[src/rtl/pulse_sync_pkg.sv]
// Shared definitions for the fast/slow pulse crossing pair: FSM state
// encoding and the default stretch/gap sizing used by both ends.
package pulse_sync_pkg;

  typedef enum logic [1:0] {
    ST_IDLE = 2'd0,
    ST_HIGH = 2'd1,
    ST_LOW  = 2'd2
  } ps_state_e;

  // Defaults sized for a slow clock up to ~2.5x the fast period.
  localparam int PS_STRETCH_DEF = 6;
  localparam int PS_GAP_DEF     = 6;

  // Timer width able to hold max(stretch, gap) - 1, never narrower than 1 bit.
  function automatic int ps_timer_w(input int stretch, input int gap);
    int mx;
    int w;
    mx = (stretch > gap) ? stretch : gap;
    w  = $clog2(mx);
    return (w < 1) ? 1 : w;
  endfunction

endpackage

[src/rtl/pulse_stretch_fast2slow.sv]
// Fast-domain source end of the fast-to-slow pulse crossing. Converts
// single-cycle events into STRETCH-cycle pulses separated by at least GAP
// low cycles, queueing back-to-back events in a saturating pending counter.
module pulse_stretch_fast2slow
  import pulse_sync_pkg::*;
#(
  parameter int STRETCH = PS_STRETCH_DEF,
  parameter int GAP     = PS_GAP_DEF,
  parameter int CNT_W   = 4
) (
  input  logic             clk_fast,
  input  logic             rst_n,
  input  logic             pulse_in,
  output logic             pulse_out,
  output logic             busy,
  output logic [CNT_W-1:0] pending,
  output logic             overflow
);

  localparam int                TMR_W     = ps_timer_w(STRETCH, GAP);
  localparam logic [TMR_W-1:0]  LOAD_HIGH = TMR_W'(STRETCH - 1);
  localparam logic [TMR_W-1:0]  LOAD_LOW  = TMR_W'(GAP - 1);
  localparam logic [TMR_W-1:0]  TMR_ONE   = TMR_W'(1);
  localparam logic [CNT_W-1:0]  PEND_MAX  = '1;
  localparam logic [CNT_W-1:0]  PEND_ONE  = CNT_W'(1);

  ps_state_e        state;
  logic [TMR_W-1:0] timer;
  logic             tmr_zero;
  logic             consume;
  logic             drop;
  logic [CNT_W-1:0] pend_next;

  // Decode the edge that enters HIGH (consume) and the next pending count.
  always_comb begin
    tmr_zero  = (timer == '0);
    consume   = ((state == ST_IDLE) && pulse_in) ||
                ((state == ST_LOW) && tmr_zero && ((pending != '0) || pulse_in));
    drop      = pulse_in && !consume && (pending == PEND_MAX);
    pend_next = pending;
    if (pulse_in && !consume && !drop) begin
      pend_next = pending + PEND_ONE;
    end else if (!pulse_in && consume) begin
      pend_next = pending - PEND_ONE;
    end
  end

  // FSM with shared down-counter; pulse_out is a registered HIGH decode.
  always_ff @(posedge clk_fast or negedge rst_n) begin
    if (!rst_n) begin
      state     <= ST_IDLE;
      timer     <= '0;
      pulse_out <= 1'b0;
    end else begin
      case (state)
        ST_IDLE: begin
          if (pulse_in) begin
            state     <= ST_HIGH;
            timer     <= LOAD_HIGH;
            pulse_out <= 1'b1;
          end
        end
        ST_HIGH: begin
          if (tmr_zero) begin
            state     <= ST_LOW;
            timer     <= LOAD_LOW;
            pulse_out <= 1'b0;
          end else begin
            timer <= timer - TMR_ONE;
          end
        end
        ST_LOW: begin
          if (tmr_zero) begin
            if ((pending != '0) || pulse_in) begin
              state     <= ST_HIGH;
              timer     <= LOAD_HIGH;
              pulse_out <= 1'b1;
            end else begin
              state <= ST_IDLE;
            end
          end else begin
            timer <= timer - TMR_ONE;
          end
        end
        default: begin
          state     <= ST_IDLE;
          timer     <= '0;
          pulse_out <= 1'b0;
        end
      endcase
    end
  end

  // Pending event counter, saturating at MAX with a one-cycle drop strobe.
  always_ff @(posedge clk_fast or negedge rst_n) begin
    if (!rst_n) begin
      pending  <= '0;
      overflow <= 1'b0;
    end else begin
      pending  <= pend_next;
      overflow <= drop;
    end
  end

  assign busy = (state != ST_IDLE) || (pending != '0);

endmodule

[config.mk]
export PLATFORM = sky130hd
export DESIGN_NAME = pulse_stretch_fast2slow
export DESIGN_NICKNAME = d
export VERILOG_FILES = /design/src/rtl/pulse_sync_pkg.sv /design/src/rtl/pulse_stretch_fast2slow.sv
export SDC_FILE = /design/constraint.sdc
export NUM_CORES = 1
export LEC_CHECK = 0
export BUFFER_PORTS_ARGS = -buffer_cell sky130_fd_sc_hd__buf_4
export CAP_MARGIN = 20
export CORE_MARGIN = 4
export CORE_UTILIZATION = 49
export CTS_CLUSTER_SIZE = 20
export DETAILED_ROUTE_END_ITERATION = 16
export MAX_ROUTING_LAYER = met4
export PLACE_DENSITY_LB_ADDON = 0.2
export SLEW_MARGIN = 20
export SYNTH_ARGS = -nofsm -noshare
export SYNTH_HDL_FRONTEND = slang
export SYNTH_SLANG_ARGS = --single-unit
[constraint.sdc]
create_clock -name clk_fast -period 2.3 [get_ports clk_fast]
set_input_delay 0.46 -clock clk_fast [delete_from_list [all_inputs] [get_ports clk_fast]]
set_output_delay 0.46 -clock clk_fast [all_outputs]
set_load 0.05 [all_outputs]
==> impl_metrics.env, run 1 <==
export IMPL_status="finished clean"
export IMPL_clock_fmax_ghz=0.448
export IMPL_firstDrtPassIters=4
export IMPL_mostFrequentLayoutCells="buf_4, dfrtp_1, ha_1"
export IMPL_avgSynthCellArea_sq_um=10.6
export IMPL_ys_seq_elements=11
export IMPL_grt_overflow=0
export IMPL_max_cap_viol_count=0
export IMPL_dp_slack_ps=74.0
export IMPL_dp_hpwl_mm=1.06
export IMPL_grt_use_total_pct=15.2
export IMPL_area_growth_pct=20.8
export IMPL_max_stage_delay_ps=410
export IMPL_rows=13
export IMPL_drc=0
export IMPL_critPathBufInv=2
export IMPL_yosys_warnings=0
export IMPL_via_per_inst=5.55
export IMPL_fp_dieH_microns=46.4
export IMPL_relSlewSlack_pct=68.9
export IMPL_layout_min_cycle_time_ps=2230
export IMPL_critical_path_slowest_cell="dfrtp_1"
export IMPL_insertion_delay_ps=270
export IMPL_htree_levels=1
export IMPL_crit_chain="inv_1 -> ha_1 -> nand2b_1 -> nor3b_2 -> inv_2 -> ha_1 -> a21o_1 -> a21oi_1 -> mux2i_1 -> xnor2_1"
export IMPL_grt_pass1_vias=503
export IMPL_cp_common_cell="ha_1"
export IMPL_cts_tree="done"
export IMPL_arrival_ps=2430
export IMPL_netlist_area_sq_um=723
export IMPL_cts_max_path_buffers=2
export IMPL_fin_nets=97
export IMPL_numCtsBuffers=3
export IMPL_hold_ws_ps=4.76
export IMPL_worstSetupEndpointType="flop"
export IMPL_start_util_pct=53.6
export IMPL_drive_above_1_share_pct=32.6
export IMPL_syn_nets=78
export IMPL_die_area_sq_um=2150
export IMPL_setup_viol=0
export IMPL_fillers=109
export IMPL_synthCells=68
export IMPL_drt_total_wl_mm=1.44
export IMPL_cts_sinks=11
export IMPL_antenna_found_initial=0
export IMPL_die_width_microns=46.4
export IMPL_tightest_slew_ps=463
export IMPL_seq_area_frac_synth_pct=38.1
export IMPL_core_area_sq_um=1350
export IMPL_root_buffer="clkbuf_4"
export IMPL_synthDistinctLibCells=31
export IMPL_cp_max_fo=4
export IMPL_postCtsHoldBufs=0
export IMPL_finalClockSkew_ps=1.20
export IMPL_slew_violations=0
export IMPL_wl_per_cell_microns=14.2
export IMPL_antennaDiodeCount=0
export IMPL_crit_required_ps=2490
export IMPL_post_route_period_util_pct=97.0
export IMPL_final_common_cell="buf_4"
export IMPL_finalHoldViolCount=0
export IMPL_ant_nets=0
export IMPL_io_pins=10
export IMPL_critPathLaunchType="flop"
export IMPL_hp_class="input port to asynchronous set/reset pin"
export IMPL_vias=561
export IMPL_clk_pin_slew_ps=80
export IMPL_globalplace_congestion=0.762
export IMPL_drt_iter0_drc=9
export IMPL_crit_family="adder cells"
export IMPL_grt_first_pass_wirelength_mm=2.19
export IMPL_io_buffers=9
export IMPL_setup_slack_ps=68.8
export IMPL_worst_setup_path_type="flop to flop"
export IMPL_grt_max_degree=12
[cells in the mapped netlist]
cell	n	area, sq um
nor4b_4	1	23.8
ha_1	6	75.1
xnor2_1	2	17.5
nand2_1	3	11.3
nand2b_1	1	6.26
nor2b_1	1	6.26
nand4_1	1	6.26
clkbuf_1	1	3.75
nor2_1	4	15.0
o32ai_1	1	8.76
nor3b_2	2	25.0
mux2i_1	1	10.0
o21ai_0	4	20.0
a21o_1	1	7.51
buf_6	1	11.3
mux2_2	1	11.3
nor3_1	2	10.0
nand3_1	1	5.00
a21oi_1	4	20.0
o31ai_1	1	7.51
nor4_2	1	12.5
nor2_2	1	6.26
xor2_1	1	8.76
inv_1	6	22.5
o21bai_1	1	7.51
a22oi_1	1	7.51
o2bb2ai_1	3	26.3
fa_1	1	20.0
dfrtp_1	11	275
mux2_4	2	30.0
o21ai_1	1	5.00
[state kept, by name, indices dropped and copies added (netlist names)]
register,cells
pending,4
timer,3
state,2
overflow,1
pulse_out,1
[metrics by stage]
stage | instance area (sq um) | util (%) | setup TNS, ps | cells
CTS | 843 | 62.5 | 0 | 97
floorplan | 724 | - | 0 | 68
global route | 873 | 64.7 | -10.1 | 101
detailed placement | 817 | 60.5 | 0 | 93
global placement | 817 | 60.5 | 0 | 93
finish | 873 | 64.7 | 0 | 101
[repair_timing]
action / 4_1_cts / 5_1_grt
buffers inserted: 0 / 4
resized for setup: 0 / 1
endpoints found under the setup margin: 0 / 1
[layout make-up]
type	count	area [sq um]	area share [%]
tap	15	18.8	2.15
timing repair buffer	16	120	13.8
inverter	6	22.5	2.58
multi-input combinational	49	410	47.0
sequential	11	275	31.5
clock buffer	4	26.3	3.01
[logic make-up after synthesis]
kind of cell / synth area share (%)
multiplexers: 7.09
flip-flops: 38.1
buffers and inverters: 5.19
AO/OA/AOI/OAI: 15.2
AND/OR/NAND/NOR: 17.6
adder cells (fa/ha/maj): 13.1
XOR/XNOR: 3.63
[worst reg2reg max path: stages (launching register included)]
cell and delay, ps:
dfrtp_1 410, inv_1 90, ha_1 200, nand2b_1 170, nor3b_2 240, inv_2 90, ha_1 270, a21o_1 170
a21oi_1 160, mux2i_1 230, xnor2_1 140
[path summary, 6_finish.rpt]
check                                from         end  slack [ps]  depth (start not counted)
max in group asynchronous           rst_n    timer[2]        2150                          1
worst min register to register  pulse_out   pulse_out         540                          2
worst max register to register   state[1]  pending[3]          70                         10
worst max-delay path             state[1]  pending[3]          70                         10
min in group clk_fast            pulse_in    timer[1]         540                          3
worst min-delay path                rst_n  pending[2]           5                          1
[per-layer routing]
layer	up-vias	wire [microns]	track usage, %
met5	-	0	-
met4	0	10	6.82
met3	2	82	3.52
met2	11	640	24.7
met1	272	703	17.5
li1	276	-	-
Power of run 1 is left out: the tool's default activity adds up to more than one toggle a clock period on the data nets, which glitch-free logic cannot reach.
==> run 2: changes to the inputs <==
--- a/config.mk
+++ b/config.mk
@@ -13,6 +13,7 @@
 export DETAILED_ROUTE_END_ITERATION = 16
 export MAX_ROUTING_LAYER = met4
 export PLACE_DENSITY_LB_ADDON = 0.2
+export REMOVE_ABC_BUFFERS = 1
 export SLEW_MARGIN = 20
 export SYNTH_ARGS = -nofsm -noshare
 export SYNTH_HDL_FRONTEND = slang
==> impl_metrics.env, run 2 (synthesized netlist as in run 1, its figures left out) <==
export IMPL_numCtsBuffers=3
export IMPL_die_width_microns=46.4
export IMPL_drc=0
export IMPL_htree_levels=1
export IMPL_max_cap_viol_count=0
export IMPL_clock_fmax_ghz=0.456
export IMPL_firstDrtPassIters=4
export IMPL_insertion_delay_ps=270
export IMPL_status="finished clean"
export IMPL_grt_first_pass_wirelength_mm=2.24
export IMPL_critPathLaunchType="flop"
export IMPL_relSlewSlack_pct=68.2
export IMPL_worst_r2r_cell_count=10
export IMPL_antenna_found_initial=0
export IMPL_cts_sinks=11
export IMPL_rows=13
export IMPL_post_route_period_util_pct=95.4
export IMPL_vias=577
export IMPL_worstSetupEndpointType="flop"
export IMPL_via_per_inst=5.83
export IMPL_cts_tree="done"
export IMPL_rrSetupSlack_ps=110
export IMPL_postCtsHoldBufs=0
export IMPL_drive_above_1_share_pct=39.3
export IMPL_grt_pass1_vias=516
export IMPL_cp_max_fo=4
export IMPL_grt_max_degree=12
export IMPL_root_buffer="clkbuf_4"
export IMPL_crit_start="state[0]"
export IMPL_drt_total_wl_mm=1.52
export IMPL_fin_nets=95
export IMPL_setup_slack_ps=106
export IMPL_cts_max_path_buffers=2
export IMPL_tightest_slew_ps=473
export IMPL_cp_endpoint="pending[3]"
export IMPL_die_area_sq_um=2150
export IMPL_crit_required_ps=2500
export IMPL_start_util_pct=53.6
export IMPL_largest_registers="pending (4), timer (3), state (2)"
export IMPL_setup_viol=0
export IMPL_dp_hpwl_mm=1.00
export IMPL_grt_overflow=0
export IMPL_largest_reg_flops=4
export IMPL_core_area_sq_um=1350
export IMPL_final_common_cell="buf_4"
export IMPL_r2r_start="state[0]"
export IMPL_fp_dieH_microns=46.4
export IMPL_r2r_end="pending[3]"
export IMPL_io_buffers=9
export IMPL_layout_min_cycle_time_ps=2190
export IMPL_finalClockSkew_ps=8.98
export IMPL_top_register="pending"
export IMPL_drt_iter0_drc=19
export IMPL_wl_per_cell_microns=15.3
export IMPL_dp_slack_ps=87.5
export IMPL_antennaDiodeCount=0
export IMPL_worst_setup_path_type="flop to flop"
export IMPL_clk_pin_slew_ps=80
export IMPL_io_pins=10
export IMPL_finalHoldViolCount=0
export IMPL_globalplace_congestion=0.744
export IMPL_arrival_ps=2390
export IMPL_fillers=104
export IMPL_mostFrequentLayoutCells="buf_4, dfrtp_1, o21ai_0, nor2_1, ha_1"
export IMPL_ant_nets=0
export IMPL_area_growth_pct=24.7
export IMPL_slew_violations=0
export IMPL_grt_use_total_pct=15.2
export IMPL_hp_class="input port to asynchronous set/reset pin"
export IMPL_utilization_pct=66.8
run 2: cell count changes in the layout (fill, tap and decap cells not counted):
cell | before | now
buf_4 | 16 | 14
ha_1 | 6 | 4
ha_4 | 0 | 2
inv_1 | 5 | 3
inv_2 | 1 | 3
a21oi_1 | 4 | 3
a21oi_2 | 0 | 1
dfrtp_1 | 11 | 10
dfrtp_2 | 0 | 1
nand2b_1 | 1 | 0
nand2b_4 | 0 | 1
nor3b_2 | 2 | 1
nor3b_4 | 0 | 1
run 2: layout make-up:
class / instances / area (sq um) / area share (%)
repair buffers: 14 / 105 / 11.7
inverters: 6 / 22.5 / 2.50
clock buffers: 4 / 26.3 / 2.91
well taps: 15 / 18.8 / 2.08
flip-flops and latches: 11 / 277 / 30.7
multi-input cells: 49 / 453 / 50.2
run 2: repair_timing:
item | CTS | global route
endpoints found under the hold margin | 0 | 0
resized for setup | 0 | 10
setup endpoints to repair | 0 | 1
setup buffers | 0 | 2
run 2: worst min-delay path by stage:
stage / endpoint / slack [ps]
2_1_floorplan: overflow / 160
3_3_place_gp: pending[1] / 300
3_5_place_dp: pending[1] / 300
4_1_cts: pending[2] / 10
5_1_grt: pending[0] / 20
6_report: pending[0] / 5
run 2: layer usage:
metal  wire length (microns)  track usage, %  vias up
li1                        -               -      271
met1                     681            21.0      281
met2                     702            21.7       23
met3                     124            3.52        2
met4                      12            5.11        0
met5                       0               -        -
run 2: worst max-delay path, cell delays in order (launching register included):
cell	delay (ps)
dfrtp_1	420
inv_2	80
ha_1	220
nand2b_4	150
nor3b_4	190
inv_2	70
ha_1	290
a21o_1	210
a21oi_2	140
mux2i_1	220
xnor2_1	140
run 2: through the flow:
| stage | cells | area [sq um] | setup TNS, ps | hold WS (ps) |
|---|---|---|---|---|
| floorplan | 66 | 708 | 0 | 164 |
| global placement | 93 | 817 | 0 | 303 |
| detailed placement | 93 | 817 | 0 | 304 |
| CTS | 97 | 843 | 0 | 9.65 |
| global route | 99 | 902 | -25.8 | 16.2 |
| finish | 99 | 902 | 0 | 5.09 |
Power of run 2 is left out for the same reason.
